**config.mk**
```make
export PLATFORM = sky130hd
export DESIGN_NAME = muldiv_sequencer
export DESIGN_NICKNAME = d
export VERILOG_FILES = /design/src/rtl/muldiv_sequencer.sv
export SDC_FILE = /design/constraint.sdc
export NUM_CORES = 1
export LEC_CHECK = 0
export ABC_AREA = 1
export BUFFER_PORTS_ARGS = -buffer_cell sky130_fd_sc_hd__buf_4
export CORE_ASPECT_RATIO = 1.1
export CORE_MARGIN = 2
export CORE_UTILIZATION = 38
export DETAILED_ROUTE_END_ITERATION = 16
export GPL_TIMING_DRIVEN = 1
export PLACE_DENSITY = 0.64
export SYNTH_ARGS = -nofsm -noshare
export SYNTH_HDL_FRONTEND = slang
export SYNTH_SLANG_ARGS = --single-unit
```
**constraint.sdc**
```tcl
create_clock -name clk -period 5.6 [get_ports clk]
set_input_delay 0.28 -clock clk [delete_from_list [all_inputs] [get_ports clk]]
set_output_delay 0.28 -clock clk [all_outputs]
set_load 0.1 [all_outputs]
```
**src/rtl/muldiv_sequencer.sv**
```systemverilog
// rtl/muldiv_sequencer.sv - iterative RV32M multiply/divide sequencer for the EX stage
module muldiv_sequencer #(
  parameter int XLEN = 32
) (
  input  logic            clk,
  input  logic            reset,
  input  logic            start,
  input  logic [2:0]      funct3,
  input  logic [XLEN-1:0] op_a,
  input  logic [XLEN-1:0] op_b,
  output logic            stall,
  output logic            busy,
  output logic            done,
  output logic [XLEN-1:0] result
);

  localparam int CW = $clog2(XLEN) + 1;
  localparam logic [CW-1:0]   CNT_LOAD = CW'(XLEN - 1);
  localparam logic [CW-1:0]   CNT_ONE  = CW'(1);
  localparam logic [XLEN-1:0] MIN_NEG  = {1'b1, {(XLEN-1){1'b0}}};
  localparam logic [XLEN-1:0] ALL_ONES = {XLEN{1'b1}};

  typedef enum logic [1:0] {
    S_IDLE = 2'b00,
    S_CALC = 2'b01,
    S_FIX  = 2'b10,
    S_DONE = 2'b11
  } state_t;

  state_t state, state_nxt;

  // latched operation context
  logic [2:0]        op_q;
  logic              negate_q;
  logic [XLEN-1:0]   addend_q;   // multiplicand magnitude, or divisor magnitude
  logic [2*XLEN-1:0] prod_q;     // product, or {partial remainder, dividend/quotient}
  logic [CW-1:0]     cnt_q;
  logic [XLEN-1:0]   result_q;

  // decode of the incoming request
  logic            in_div, in_signed_a, in_signed_b, sign_a, sign_b, negate_in;
  logic            div_zero, div_ovf, special;
  logic [XLEN-1:0] mag_a, mag_b, special_val;

  assign in_div      = funct3[2];
  assign in_signed_a = (funct3 == 3'b001) | (funct3 == 3'b010) |
                       (funct3 == 3'b100) | (funct3 == 3'b110);
  assign in_signed_b = (funct3 == 3'b001) | (funct3 == 3'b100) | (funct3 == 3'b110);
  assign sign_a      = in_signed_a & op_a[XLEN-1];
  assign sign_b      = in_signed_b & op_b[XLEN-1];
  assign mag_a       = sign_a ? -op_a : op_a;
  assign mag_b       = sign_b ? -op_b : op_b;
  // the remainder takes the dividend's sign; everything else the product/quotient sign
  assign negate_in   = (funct3 == 3'b110) ? sign_a : (sign_a ^ sign_b);

  assign div_zero    = in_div & (op_b == '0);
  assign div_ovf     = in_div & ~funct3[0] & (op_a == MIN_NEG) & (op_b == ALL_ONES);
  assign special     = div_zero | div_ovf;
  // funct3[1] separates REM/REMU from DIV/DIVU
  assign special_val = div_zero ? (funct3[1] ? op_a : ALL_ONES)
                                : (funct3[1] ? '0 : op_a);

  // shared adder: shift-add for multiply, trial subtract for restoring divide
  logic            is_div_q, sub_neg;
  logic [XLEN:0]   shifted, lhs, rhs, sum;
  logic [2*XLEN-1:0] prod_step;

  assign is_div_q = op_q[2];
  assign shifted  = {prod_q[2*XLEN-1:XLEN], prod_q[XLEN-1]};
  assign lhs      = is_div_q ? shifted : {1'b0, prod_q[2*XLEN-1:XLEN]};
  assign rhs      = is_div_q ? ~{1'b0, addend_q}
                             : (prod_q[0] ? {1'b0, addend_q} : '0);
  assign sum      = lhs + rhs + {{XLEN{1'b0}}, is_div_q};
  assign sub_neg  = sum[XLEN];
  assign prod_step = is_div_q
                   ? {(sub_neg ? shifted[XLEN-1:0] : sum[XLEN-1:0]), prod_q[XLEN-2:0], ~sub_neg}
                   : {sum, prod_q[XLEN-1:1]};

  // sign correction: a signed high product needs the full-width negate
  logic [2*XLEN-1:0] prod_fix;
  logic              pick_lo;
  logic [XLEN-1:0]   pick, fix_val;

  assign prod_fix = (negate_q & ~is_div_q) ? -prod_q : prod_q;
  assign pick_lo  = (op_q == 3'b000) | (op_q == 3'b100) | (op_q == 3'b101);
  assign pick     = pick_lo ? prod_fix[XLEN-1:0] : prod_fix[2*XLEN-1:XLEN];
  assign fix_val  = (negate_q & is_div_q) ? -pick : pick;

  // state register
  always_ff @(posedge clk or posedge reset) begin
    if (reset) state <= S_IDLE;
    else       state <= state_nxt;
  end

  // next-state selection
  always_comb begin
    state_nxt = state;
    case (state)
      S_IDLE: if (start) state_nxt = special ? S_DONE : S_CALC;
      S_CALC: if (cnt_q == '0) state_nxt = S_FIX;
      S_FIX:  state_nxt = S_DONE;
      S_DONE: state_nxt = S_IDLE;
      default: state_nxt = S_IDLE;
    endcase
  end

  // status outputs decoded from state
  always_comb begin
    stall = 1'b0;
    busy  = 1'b0;
    done  = 1'b0;
    case (state)
      S_IDLE: stall = start & ~reset;
      S_CALC: begin stall = 1'b1; busy = 1'b1; end
      S_FIX:  begin stall = 1'b1; busy = 1'b1; end
      S_DONE: done = 1'b1;
      default: ;
    endcase
  end

  // operand capture, iteration and result write
  always_ff @(posedge clk or posedge reset) begin
    if (reset) begin
      op_q     <= '0;
      negate_q <= 1'b0;
      addend_q <= '0;
      prod_q   <= '0;
      cnt_q    <= '0;
      result_q <= '0;
    end else begin
      case (state)
        S_IDLE: if (start) begin
          op_q     <= funct3;
          negate_q <= negate_in;
          addend_q <= in_div ? mag_b : mag_a;
          prod_q   <= {{XLEN{1'b0}}, (in_div ? mag_a : mag_b)};
          cnt_q    <= CNT_LOAD;
          if (special) result_q <= special_val;
        end
        S_CALC: begin
          prod_q <= prod_step;
          if (cnt_q != '0) cnt_q <= cnt_q - CNT_ONE;
        end
        S_FIX:  result_q <= fix_val;
        default: ;
      endcase
    end
  end

  assign result = result_q;

endmodule
```
Yosys cells after proc, flatten, opt, wreduce, memory -nomap -nowiden
Cells that the tools add are included.
Storage, ports and cells
  input bits: 70
  memories: 0
  register bits: 140
  RAM bits: 0
  output and inout bits: 35
  memory bits (read-only): 0
  latch bits: 0
  word-level logic and storage cells: 96
Cells by class
  order comparisons: 0
  bitwise operators: 23
  divide/modulo/power cells: 0
  eq/ne operators: 15
  $add $sub $neg: 7
  shifts and indexed selects: 0
  reduce and logical (&&, ||, !) cells: 13
  multiplexer cells: 31
  multiply operators: 0
Operator list (count)
  $mux W32: 13
  $mux W64: 3
  $pmux W64 S2: 1
  $neg A32 Y32: 3
  $mux W33: 2
  $eq A32 B32 Y1 const B: 2
  $neg A64 Y64: 1
  $pmux W32 S2: 1
  $add A33 B1 Y33: 1
  $add A33 B33 Y33: 1
  $not A32 Y33: 1
  $logic_not A32 Y1: 1
  $eq A3 B3 Y1 const B: 4
  $mux W6: 2
  $pmux W6 S2: 1
  $and A1 B1 Y1: 9
  $ne A2 B2 Y1 const B: 4
  $or A1 B1 Y1: 8
  $pmux W2 S4: 1
  $logic_not A6 Y1: 1
  $mux W2: 3
  $reduce_and A2 Y1: 3
  $reduce_and A3 Y1: 2
  $reduce_bool A6 Y1: 1
  other kinds (13): 20

Depth between registers and ports, before layout
  depth after elaboration: 9
  mapped depth: 26
  depth with buffers taken out: 23

Worst setup path before layout
No wires, ideal clock.
  path kind: input to output
  from: input port reset
  to: output port stall
  required time: 5.320 ns
  cell stages on the path: 3
  path buffers: 0
  data arrival time: 4.885 ns
  path slack: 0.435 ns
  cell sequence: inv_1 -> nand2_1 -> a21oi_1
On the way
  longest elaborated chain between the ends: 3
RTL lines
  from (decl): line 6  | input logic reset,
  $not A1 Y1: line 113  | S_IDLE: stall = start & ~reset;
  $and A1 B1 Y1: line 113
  $pmux W1 S2: line 112  | case (state)
  to (decl): line 11  | output logic stall,
No other way between the ends.

Worst setup path after layout
  from: register op_q[2]
  to: register prod_q[61]
On the way
  longest elaborated chain between the ends: 6
  elaborated cells between the ends (all ways): 7
  those cells by class: 2 x add/sub; 5 x mux
RTL lines
  from (decl): line 33  | logic [2:0] op_q;
  from (signal assigned): line 133  | op_q <= funct3;
  $mux W33, on equally long branches: line 70, 71
  $add A33 B33 Y33: line 73  | assign sum = lhs + rhs + {{XLEN{1'b0}}, is_div_q};
  $add A33 B1 Y33: line 73
  $mux W32: line 76  | ? {(sub_neg ? shifted[XLEN-1:0] : sum[XLEN-1:0]), prod_q[XLEN-2:0], ~sub_neg}
  $mux W64 (*): line 76
  $pmux W64 S2 (*): line 131  | case (state)
  to (signal assigned): line 136  | prod_q <= {{XLEN{1'b0}}, (in_div ? mag_a : mag_b)};
  to (signal assigned): line 141  | prod_q <= prod_step;
  to (decl): line 36  | logic [2*XLEN-1:0] prod_q;
Mark *: on every way between the ends. The rest lies on a longest branch, timed or not.
A chain may end at the register's enable or synchronous reset.

==> impl_metrics.csv <==
group,metric,value,unit
layout,seq_area,3500,µm²
clocking,cts_tree,"done",
route,met3_length,4.89,mm
logic_synthesis,ys_warn_count,0,
layout,mostFrequentLayoutCells,"nand2_1, nor2_1, nand3_1, inv_1, o21ai_0",
worst_setup_path,crit_path_max_fanout,95,
logic_synthesis,yosysSeqAreaShare,22.2,%
layout,mostFrequentLayoutCell,"nand2_1",
clocking,numCtsBuffers,17,
route,dr_total_vias,18451,
sta,fin_setup_tns,0,ps
logic_synthesis,synth_cells,2646,
clocking,cts_sinks,140,
sta,fmax,224,MHz
grt,grt_pass1_wl,99.7,mm
grt,grt_pass1_vias,16677,
sta,fin_crit,4460,ps
logic_synthesis,syn_nets,2761,
clocking,clk_pin_slew,70,ps
placed_design,place_congestion,1.02,
grt,grt_max_degree,118,
worst_setup_path,cp-end-kind,"flop",
worst_setup_path,crit_type,"reg -> reg",
die,die_w,198,µm
outcome,outcome,"finished, final reports clean",
logic_synthesis,synth-seq-cells,140,
die,io_pins,105,
placed_design,dpl.hpwl,52.1,mm
route,wirelength_met1,27.8,mm
die,die_h,218,µm
clocking,clock_latency,460,ps
clocking,root_buffer,"clkbuf_16",
layout,nNetsFinal,2783,
grt,antenna_found_initial,0,
sta,skew,19.5,ps
sta,final_hold_viol_count,0,
die,rows,78,
route,drc,0,
route,routed_wire_length_per_instance,20.4,µm
sta,worstMarginPinSlew,1180,ps
logic_synthesis,syn_area,15800,µm²
layout,multi_input_area,10800,µm²
clocking,htree_levels,4,
sta,fin_crit_sh,79.6,%
layout,synthToLayoutAreaGrowth,10.9,%
route,topRoutingLayerUsed,"met4",
clocking,cts_resized,0,
die,initial_core_util,38.4,%
layout,drive_above_1_share,10.5,%
grt,global_route.usage.total,30.5,%
sta,final-max-slew-violation-count,0,
route,vias_per_cell,5.69,
die,fp.coreArea,41100,µm²
route,ant_nets,0,
worst_setup_path,cp.arrival,4750,ps
sta,setup_viol,0,
clocking,clock_path_buffers,2,
job,cap_violations,0,
sta,rsz0062_at_grt,"false",
route,routed_wl,66.1,mm
route,met2WireLength,30.1,mm
worst_setup_path,cp.required,5890,ps
logic_synthesis,avgSynthCellArea,5.96,µm²
placed_design,port_buffers,104,
layout,fill_cells,4459,
route,drt_iter0_drc,2045,
logic_synthesis,yosysUniqueCellTypes,50,
route,first_pass_iters,8,
sta,slew_headroom,21.2,%
worst_setup_path,cp-start-kind,"flop",
die,dieArea,43100,µm²
worst_hold_path,hp-class,"in -> reg",
grt,gr-total-overflow,0,
## registers in the layout (all words and copies together), names as in the netlist
| register | count |
|---|---|
| negate_q | 1 |
| state | 2 |
| op_q | 3 |
| addend_q | 32 |
| result | 32 |
| prod_q | 64 |
| cnt_q | 6 |
## worst max-delay path: stages (launching register included)
cell and delay (ps):
dfrtp_2 370, buf_4 700, fa_1 350, inv_1 60, fa_1 420, o21ai_2 240, nand2_1 70, nand2_1 120
nand2_1 60, nand2_1 90, nand3_1 80, o211ai_1 190, nand4_1 180, nand4_1 130, nand3_1 120, inv_1 760
o21ai_0 160, nand2_1 90, o21ai_0 80
## synth_stat cells (all sizes together)
library cell	number	share of area, %
clkbuf	83	2.0
clkinv	5	0.12
a221o	1	0.064
nor2	401	11
o21ai	245	7.9
o211ai	46	2.2
a21o	4	0.19
fa	2	0.25
xnor2	16	0.89
nand4	33	1.3
inv	239	5.7
a21boi	4	0.19
xor2	69	3.8
nand2	645	16
or2	30	1.2
a221oi	1	0.056
nand3b	5	0.24
or4	1	0.048
nand3	295	9.7
a21oi	196	6.3
o22ai	2	0.079
ha	43	3.4
o221ai	5	0.28
o21bai	12	0.57
dfrtp	140	22
nor4	10	0.40
o21a	2	0.095
o31ai	3	0.14
maj3	3	0.19
buf	37	1.3
nor3	26	0.89
a31oi	42	1.7
## through the flow
stage	utilization [%]	setup slack (ps)	instances	hold WS, ps	cell area, µm²
floorplan	-	435	2646	466	15800
global placement	41.1	1290	3208	266	16900
detailed placement	41.1	1220	3208	264	16900
CTS	42.5	1210	3241	147	17500
global route	42.5	824	3241	196	17500
finish	42.5	1140	3242	150	17500
## final cells by class
type	count	area share [%]
multi-input cells	2142	62.1
flip-flops and latches	140	20.1
repair buffers	123	5.37
inverters	244	5.28
well taps	560	4.01
clock buffers	18	2.51
clock inverters	14	0.680
diodes	1	0.0143
## metal layers
metal | track usage (%) | vias up
met5 | 0 | -
met4 | 14.4 | 0
met3 | 4.38 | 132
met2 | 48.4 | 811
met1 | 40.7 | 8678
li1 | - | 8830
## worst paths after layout
path / from / endpoint / slack [ps] / cells after the start
min in group asynchronous: reset / result[30] / 340 / 3
worst min register to register: result[9] / result[9] / 510 / 2
worst max-delay path: op_q[2] / prod_q[61] / 1140 / 18
worst max register to register: op_q[2] / prod_q[61] / 1140 / 18
max in group asynchronous: reset / op_q[2] / 4220 / 4
worst min-delay path: funct3[0] / op_q[0] / 150 / 3
## kinds of logic after synthesis
family / synth area share, %
simple gates: 40.3
compound gates: 19.8
buf+inv: 9.06
flops: 22.2
xor+xnor: 4.72
fa+ha+maj: 3.86
## what timing repair did
item / CTS / global route
endpoints found under the hold margin: 23 / 0
hold buffers: 1 / 0
buffers inserted: 0 / 0
Power is not shown: default switching activity piles up to over one toggle a cycle in this logic, so the estimate is an artifact.
